**src/rtl/alu_miter_sweeper_pkg.sv**
```systemverilog
// Shared definitions for the ALU miter sweeper.
// Contents: FSM state encoding, LFSR tap constant, captured-vector width and
// the one-step Galois LFSR helper used by the LFSR sub-module.
package alu_miter_sweeper_pkg;

  typedef enum logic [1:0] {
    ST_IDLE   = 2'd0,
    ST_DRIVE  = 2'd1,
    ST_SAMPLE = 2'd2,
    ST_DONE   = 2'd3
  } state_e;

  localparam logic [15:0] LFSR_TAPS  = 16'hB400;
  localparam int          FAIL_VEC_W = 41;

  // Galois LFSR, shift right: the bit leaving at [0] folds the taps back in.
  function automatic logic [15:0] lfsr_step(input logic [15:0] v);
    return {1'b0, v[15:1]} ^ (v[0] ? LFSR_TAPS : 16'h0000);
  endfunction

endpackage

```
**src/rtl/alu_miter_sweeper_if.sv**
```systemverilog
// Control/stimulus/result bundle between the sweeper and its surroundings.
// master: the sweeper (takes start/abort/miter_out, drives stimulus + status).
// slave : host logic and the miter (drives start/abort/miter_out).
//   start, abort, miter_out        : host/miter -> sweeper
//   a, b, opcode, carry_in         : stimulus to the miter
//   busy, done, pass, err_count,
//   fail_vec, fail_valid           : sweep status and first-failure capture
interface alu_miter_sweeper_if;
  import alu_miter_sweeper_pkg::*;

  logic                  start;
  logic                  abort;
  logic                  miter_out;
  logic [15:0]           a;
  logic [15:0]           b;
  logic [7:0]            opcode;
  logic                  carry_in;
  logic                  busy;
  logic                  done;
  logic                  pass;
  logic [15:0]           err_count;
  logic [FAIL_VEC_W-1:0] fail_vec;
  logic                  fail_valid;

  modport master (
    input  start, abort, miter_out,
    output a, b, opcode, carry_in, busy, done, pass, err_count, fail_vec, fail_valid
  );

  modport slave (
    output start, abort, miter_out,
    input  a, b, opcode, carry_in, busy, done, pass, err_count, fail_vec, fail_valid
  );

endinterface

```
**src/rtl/alu_miter_sweeper_lfsr16.sv**
```systemverilog
// 16-bit Galois LFSR with synchronous load and step enable.
// Ports: clk, rst (async active-high, loads SEED), load_i (reload SEED,
// wins over step_i), step_i (advance one step), value_o (current state).
module alu_miter_sweeper_lfsr16
  import alu_miter_sweeper_pkg::*;
#(
  parameter logic [15:0] SEED = 16'hACE1
) (
  input  logic        clk,
  input  logic        rst,
  input  logic        load_i,
  input  logic        step_i,
  output logic [15:0] value_o
);

  logic [15:0] value_q;
  logic [15:0] value_d;

  // Next LFSR value: reload, step or hold.
  always_comb begin
    value_d = value_q;
    if (load_i) begin
      value_d = SEED;
    end else if (step_i) begin
      value_d = lfsr_step(value_q);
    end else begin
      value_d = value_q;
    end
  end

  // LFSR state register.
  always_ff @(posedge clk or posedge rst) begin
    if (rst) begin
      value_q <= SEED;
    end else begin
      value_q <= value_d;
    end
  end

  assign value_o = value_q;

endmodule

```
**src/rtl/alu_miter_sweeper.sv**
```systemverilog
// On-chip sweeper for the ALU miter: walks every opcode, driving
// VECS_PER_OP LFSR-derived vectors each, counts miter disagreements and
// captures the first failing vector.
// Ports: clk, reset (async active-high), bus (alu_miter_sweeper_if.master).
// Each vector takes two cycles: DRIVE registers the stimulus, SAMPLE reads
// miter_out after the stimulus has been stable for a full cycle.
module alu_miter_sweeper
  import alu_miter_sweeper_pkg::*;
#(
  parameter int          NUM_OPS     = 22,
  parameter int          VECS_PER_OP = 10,
  parameter logic [15:0] LFSR_SEED   = 16'hACE1
) (
  input  logic                       clk,
  input  logic                       reset,
  alu_miter_sweeper_if.master        bus
);

  localparam logic [7:0]  OP_LAST  = 8'(NUM_OPS - 1);
  localparam logic [15:0] VEC_LAST = 16'(VECS_PER_OP - 1);

  state_e                state_q, state_d;
  logic [7:0]            opcode_q, opcode_d;
  logic [15:0]           vec_cnt_q, vec_cnt_d;
  logic [15:0]           a_q, a_d;
  logic [15:0]           b_q, b_d;
  logic                  cin_q, cin_d;
  logic                  busy_q, busy_d;
  logic                  done_q, done_d;
  logic                  pass_q, pass_d;
  logic [15:0]           err_q, err_d;
  logic [FAIL_VEC_W-1:0] fvec_q, fvec_d;
  logic                  fvalid_q, fvalid_d;

  logic                  lfsr_load_s;
  logic                  lfsr_step_s;
  logic [8:0]            lfsr_s;
  logic [6:0]            lfsr_unused_s;

  alu_miter_sweeper_lfsr16 #(
    .SEED (LFSR_SEED)
  ) u_lfsr (
    .clk     (clk),
    .rst     (reset),
    .load_i  (lfsr_load_s),
    .step_i  (lfsr_step_s),
    .value_o ({lfsr_unused_s, lfsr_s})
  );

  // Sweep sequencing: next state, counters, stimulus and result registers.
  always_comb begin
    state_d     = state_q;
    opcode_d    = opcode_q;
    vec_cnt_d   = vec_cnt_q;
    a_d         = a_q;
    b_d         = b_q;
    cin_d       = cin_q;
    busy_d      = busy_q;
    done_d      = done_q;
    pass_d      = pass_q;
    err_d       = err_q;
    fvec_d      = fvec_q;
    fvalid_d    = fvalid_q;
    lfsr_load_s = 1'b0;
    lfsr_step_s = 1'b0;

    if (bus.abort) begin
      // Counters and capture are kept so the host can inspect a partial run.
      state_d = ST_IDLE;
      busy_d  = 1'b0;
      done_d  = 1'b0;
      pass_d  = 1'b0;
    end else begin
      case (state_q)
        ST_IDLE, ST_DONE: begin
          if (bus.start) begin
            state_d     = ST_DRIVE;
            lfsr_load_s = 1'b1;
            opcode_d    = 8'd0;
            vec_cnt_d   = 16'd0;
            err_d       = 16'd0;
            fvalid_d    = 1'b0;
            fvec_d      = '0;
            done_d      = 1'b0;
            pass_d      = 1'b0;
            busy_d      = 1'b1;
          end else begin
            state_d = state_q;
          end
        end
        ST_DRIVE: begin
          a_d         = {12'h000, lfsr_s[3:0]};
          b_d         = {12'h000, lfsr_s[7:4]};
          cin_d       = lfsr_s[8];
          lfsr_step_s = 1'b1;
          state_d     = ST_SAMPLE;
        end
        ST_SAMPLE: begin
          if (!bus.miter_out) begin
            if (err_q != 16'hFFFF) begin
              err_d = err_q + 16'd1;
            end else begin
              err_d = err_q;
            end
            if (!fvalid_q) begin
              fvec_d   = {opcode_q, a_q, b_q, cin_q};
              fvalid_d = 1'b1;
            end else begin
              fvec_d   = fvec_q;
            end
          end else begin
            err_d = err_q;
          end
          if (vec_cnt_q == VEC_LAST) begin
            vec_cnt_d = 16'd0;
            if (opcode_q == OP_LAST) begin
              // Last vector: opcode stays on the final value for inspection.
              state_d = ST_DONE;
              busy_d  = 1'b0;
              done_d  = 1'b1;
              pass_d  = (err_d == 16'd0);
            end else begin
              opcode_d = opcode_q + 8'd1;
              state_d  = ST_DRIVE;
            end
          end else begin
            vec_cnt_d = vec_cnt_q + 16'd1;
            state_d   = ST_DRIVE;
          end
        end
        default: begin
          state_d = ST_IDLE;
          busy_d  = 1'b0;
          done_d  = 1'b0;
        end
      endcase
    end
  end

  // State and datapath registers.
  always_ff @(posedge clk or posedge reset) begin
    if (reset) begin
      state_q   <= ST_IDLE;
      opcode_q  <= 8'd0;
      vec_cnt_q <= 16'd0;
      a_q       <= 16'd0;
      b_q       <= 16'd0;
      cin_q     <= 1'b0;
      busy_q    <= 1'b0;
      done_q    <= 1'b0;
      pass_q    <= 1'b0;
      err_q     <= 16'd0;
      fvec_q    <= '0;
      fvalid_q  <= 1'b0;
    end else begin
      state_q   <= state_d;
      opcode_q  <= opcode_d;
      vec_cnt_q <= vec_cnt_d;
      a_q       <= a_d;
      b_q       <= b_d;
      cin_q     <= cin_d;
      busy_q    <= busy_d;
      done_q    <= done_d;
      pass_q    <= pass_d;
      err_q     <= err_d;
      fvec_q    <= fvec_d;
      fvalid_q  <= fvalid_d;
    end
  end

  assign bus.a          = a_q;
  assign bus.b          = b_q;
  assign bus.opcode     = opcode_q;
  assign bus.carry_in   = cin_q;
  assign bus.busy       = busy_q;
  assign bus.done       = done_q;
  assign bus.pass       = pass_q;
  assign bus.err_count  = err_q;
  assign bus.fail_vec   = fvec_q;
  assign bus.fail_valid = fvalid_q;

endmodule

```
**src/flat_wrapper.sv**
```systemverilog
// flat-port wrapper written by rule: the top's interface ports become plain ports
module alu_miter_sweeper_flat import alu_miter_sweeper_pkg::*;
#(
  parameter int          NUM_OPS     = 22,
  parameter int          VECS_PER_OP = 10,
  parameter logic [15:0] LFSR_SEED   = 16'hACE1
)
  (clk, reset, bus_start, bus_abort, bus_miter_out, bus_a, bus_b, bus_opcode, bus_carry_in, bus_busy, bus_done, bus_pass, bus_err_count, bus_fail_vec, bus_fail_valid);
  alu_miter_sweeper_if bus_i ();
  input  logic clk;
  input  logic reset;
  input wire logic [$bits(bus_i.start)-1:0] bus_start;
  input wire logic [$bits(bus_i.abort)-1:0] bus_abort;
  input wire logic [$bits(bus_i.miter_out)-1:0] bus_miter_out;
  output wire logic [$bits(bus_i.a)-1:0] bus_a;
  output wire logic [$bits(bus_i.b)-1:0] bus_b;
  output wire logic [$bits(bus_i.opcode)-1:0] bus_opcode;
  output wire logic [$bits(bus_i.carry_in)-1:0] bus_carry_in;
  output wire logic [$bits(bus_i.busy)-1:0] bus_busy;
  output wire logic [$bits(bus_i.done)-1:0] bus_done;
  output wire logic [$bits(bus_i.pass)-1:0] bus_pass;
  output wire logic [$bits(bus_i.err_count)-1:0] bus_err_count;
  output wire logic [$bits(bus_i.fail_vec)-1:0] bus_fail_vec;
  output wire logic [$bits(bus_i.fail_valid)-1:0] bus_fail_valid;
  assign bus_i.start = bus_start;
  assign bus_i.abort = bus_abort;
  assign bus_i.miter_out = bus_miter_out;
  assign bus_a = bus_i.a;
  assign bus_b = bus_i.b;
  assign bus_opcode = bus_i.opcode;
  assign bus_carry_in = bus_i.carry_in;
  assign bus_busy = bus_i.busy;
  assign bus_done = bus_i.done;
  assign bus_pass = bus_i.pass;
  assign bus_err_count = bus_i.err_count;
  assign bus_fail_vec = bus_i.fail_vec;
  assign bus_fail_valid = bus_i.fail_valid;
  alu_miter_sweeper #(.NUM_OPS(NUM_OPS), .VECS_PER_OP(VECS_PER_OP), .LFSR_SEED(LFSR_SEED)) u_core (.clk(clk), .reset(reset), .bus(bus_i));
endmodule
```
**config.mk**
```make
export PLATFORM = sky130hd
export DESIGN_NAME = alu_miter_sweeper_flat
export DESIGN_NICKNAME = d
export VERILOG_FILES = /design/src/rtl/alu_miter_sweeper_pkg.sv /design/src/rtl/alu_miter_sweeper_if.sv /design/src/rtl/alu_miter_sweeper_lfsr16.sv /design/src/rtl/alu_miter_sweeper.sv /design/src/flat_wrapper.sv
export SDC_FILE = /design/constraint.sdc
export NUM_CORES = 1
export LEC_CHECK = 0
export ABC_AREA = 1
export BUFFER_PORTS_ARGS = -buffer_cell sky130_fd_sc_hd__buf_2
export CORE_MARGIN = 2
export CORE_UTILIZATION = 55
export CTS_CLUSTER_DIAMETER = 40
export DETAILED_ROUTE_END_ITERATION = 10
export PLACE_DENSITY = 0.8
export SLEW_MARGIN = 20
export SYNTH_ARGS = -nofsm -noshare
export SYNTH_HDL_FRONTEND = slang
export SYNTH_HIERARCHICAL = 1
export SYNTH_SLANG_ARGS = --single-unit
```
**constraint.sdc**
```tcl
create_clock -name clk -period 2.3 [get_ports clk]
set_input_delay 0.115 -clock clk [delete_from_list [all_inputs] [get_ports clk]]
set_output_delay 0.115 -clock clk [all_outputs]
set_load 0.02 [all_outputs]
```
==> reports/metrics.yaml <==
timing:
  fin_crit_sh_pct: 94.3
  finalClockSkew_ns: 0.0134
  final_max_slew_viol_count: 0
  fmax_mhz: 461
  tightest_slew_ns: 0.671
  setup_viol: 0
  fin_setup_tns_ns: 0
  period_needed_ns: 2.17
  rsz0062_at_grt: "false"
  relSlewSlack_pct: 55.2
  hold_viol: 0
critical_path:
  rrSetupSlack_ns: 0.13
  slowest_stage: "dfrtp_1"
  reg2reg_from: "u_core/state_q[0]"
  reg2regPathDepth: 8
  cp.buffers_inverters: 2
  cp.arrival_ns: 2.46
  crit_chain: "inv_1 -> ha_1 -> nand2_1 -> nand3_4 -> buf_4 -> nor4_1 -> nand4_1 -> a21oi_1"
  critPathRequiredTime_ns: 2.59
  end_kind: "flip-flop"
  cp_top_family: "simple AND/OR/NAND/NOR gates"
  worstPathMaxFanout: 8
  r2r-end: "u_core/vec_cnt_q[13]"
  cpPeakStageDelay_ns: 0.40
  worst_setup_path_start_kind: "flip-flop"
  worstSetupPathType: "reg -> reg"
synth:
  syn_avg_cell_area_um2: 7.77
  synth_area_leaders: "dfrtp_1, nand2_1, buf_4"
  synth_edf_count: 0
  synth_top_area_share_pct: 39.2
  ys_seq_area_share_pct: 43.3
  synthDistinctLibCells: 40
  synth_seq_cells: 88
  syn_inst: 657
  syn_area_um2: 5110
  synth_commonest_cells: "nand2_1, dfrtp_1, inv_1, buf_4, o21ai_0"
  yosys.area.top_type: "dfrtp_1"
  yosys_warnings: 6
  ys.flop_type: "dfrtp_1"
  synthArstFlopShare_pct: 100
  yosys.cell_count.top_type: "nand2_1"
placed_design:
  placedInstanceArea_um2: 5370
  place_congestion: 0.902
  place_hpwl_um: 8310
  io_buffers: 58
grt:
  track_usage_pct: 23.3
  grt_max_degree: 46
  antenna_found_initial: 0
  grt_pass1_vias: 4062
  grt_pass1_wl_um: 18900
  overflow: 0
route:
  drc: 0
  firstDrtPassIters: 5
  vias: 4407
  drtIter0Drc: 329
  ant_nets: 0
  vias_per_cell: 5.24
  wl_um: 11300
  wl_per_cell_um: 13.4
floorplan:
  std_cell_rows: 35
  die_height_um: 100
  pin_count: 107
  core_um2: 9110
  initial_core_util_pct: 56.1
  dieWidth_um: 100
  die_area_um2: 10100
min_path:
  hp-start: "bus_abort"
  whs_path_depth: 4
  hp-class: "in -> reg"
  hold-path-endpoint: "u_core/state_q[0]"
clock_network:
  numCtsBuffers: 9
  clockBufferDepth: 2
  clkSlewWorstSetupHoldPaths_ns: 0.10
  cts_tree: "yes"
  cts-htree-levels: 3
  clkLatencyLatePin_ns: 0.38
  cts_sinks: 88
  clock_tree.root_cell: "clkbuf_8"
layout:
  nets: 738
  insertedDiodeCount: 0
  area_delta_synth_final_pct: 9.85
  design_area_um2: 5610
  drive_gt1_share_pct: 19.3
pwr:
  power_density_nw_per_um2: 688
  total_power_w: 0.00386
  p_leak_nw: 2.90
  ir_drop_uv: 501
outcome:
  status: "completed"
run:
  max_cap_viol_count: 0
==> worst max path at each step <==
stage	from	end	slack, ns	depth (start not counted)
floorplan	reset	u_core/bus.a[0]	0.36	1
global placement	u_core/state_q[0]	u_core/bus.fail_vec[40]	0.31	8
detailed placement	u_core/state_q[0]	u_core/bus.fail_vec[3]	0.09	8
CTS	u_core/state_q[0]	u_core/bus.fail_vec[3]	0.06	8
global route	u_core/state_q[0]	u_core/bus.fail_vec[40]	0.02	6
finish	u_core/state_q[0]	u_core/vec_cnt_q[13]	0.13	8
==> cell type report <==
type                       count  area, µm²
clock buffer                   9        124
clock inverter                 7       70.1
fill                         784       3500
inverter                      80        304
multi-input combinational    476       2360
sequential                    88       2210
tap                          111        139
timing repair buffer          70        395
==> metrics by stage <==
step	utilization, %	hold slack, ns	setup slack [ns]	instances
finish	61.6	0.143	0.130	841
global route	61.6	0.160	0.0224	841
CTS	61.2	0.118	0.0552	839
detailed placement	59.0	0.215	0.0904	822
global placement	59.0	0.214	0.310	822
floorplan	-	0.0230	0.360	704
==> registers in the layout (all words and copies together), names as in the netlist, 2 cells and up <==
| signal | count |
|---|---|
| u_core/bus.a | 4 |
| u_core/vec_cnt_q | 16 |
| u_core/bus.b | 4 |
| u_core/bus.fail_vec | 17 |
| u_core/bus.err_count | 16 |
| u_core/bus.opcode | 8 |
| u_core/state_q | 2 |
| u_core/u_lfsr/value_o | 16 |
==> cells in the final DEF, fill, tap and decap left out, types with 2 or more instances in the layout <==
cell / Yosys / routed
conb_1: 1 / 48
clkinv_1: 2 / 2
inv_2: 11 / 12
nor2_2: 7 / 8
o21a_1: 2 / 2
o22ai_1: 4 / 4
buf_4: 48 / 10
nand2_2: 8 / 9
buf_2: 2 / 58
nor2_8: 2 / 2
clkinvlp_4: 0 / 2
dfstp_2: 8 / 8
ha_1: 8 / 8
nand3_2: 4 / 3
nor3b_1: 2 / 2
nor2_1: 38 / 37
inv_8: 0 / 4
o31ai_1: 11 / 11
nand4_1: 12 / 12
inv_1: 67 / 65
nor2_4: 8 / 8
o21ai_0: 44 / 44
a22o_1: 3 / 3
dfrtp_1: 80 / 80
nor3_1: 12 / 11
nand3_1: 25 / 25
o41ai_1: 2 / 2
xor2_1: 5 / 5
a21oi_1: 20 / 20
nand2_1: 189 / 188
o21ai_1: 12 / 12
nand2_4: 2 / 2
clkbuf_8: 0 / 9
==> cell families after synthesis <==
| family | count (synthesis) | share of synthesized area [%] |
|---|---|---|
| compound gates | 103 | 11.5 |
| xor+xnor | 5 | 0.858 |
| fa+ha+maj | 8 | 1.96 |
| buf+inv | 140 | 14.2 |
| flops | 88 | 43.3 |
| other cells | 1 | 0.0734 |
| simple gates | 312 | 28.1 |
==> per-layer routing <==
metal | vias up | global-route usage, % | part of all wire [%]
met5 | - | 0 | 0
met4 | 0 | 5.80 | 1.2
met2 | 146 | 38.4 | 49
met1 | 2083 | 31.3 | 44
met3 | 20 | 5.36 | 5.6
li1 | 2158 | - | -
==> repair_timing <==
item / in CTS / in global routing
hold buffers: 1 / 0
setup buffers: 0 / 2
hold endpoints to repair: 35 / 0
setup endpoints to repair: 0 / 18
resized for setup: 0 / 4
==> power breakdown <==
part	internal [W]	switching, W	total (W)
clock network	0.000428	0.000645	0.00107
registers	0.00178	0.000154	0.00193
logic	0.000262	0.000594	0.000856
==> worst register-to-register path, cell delays in order (launching register included) <==
cell	delay [ns]
dfrtp_1	0.40
inv_1	0.07
ha_1	0.33
nand2_1	0.16
nand3_4	0.16
buf_4	0.21
nor4_1	0.40
nand4_1	0.14
a21oi_1	0.20
(Power assumes the default switching activity.)
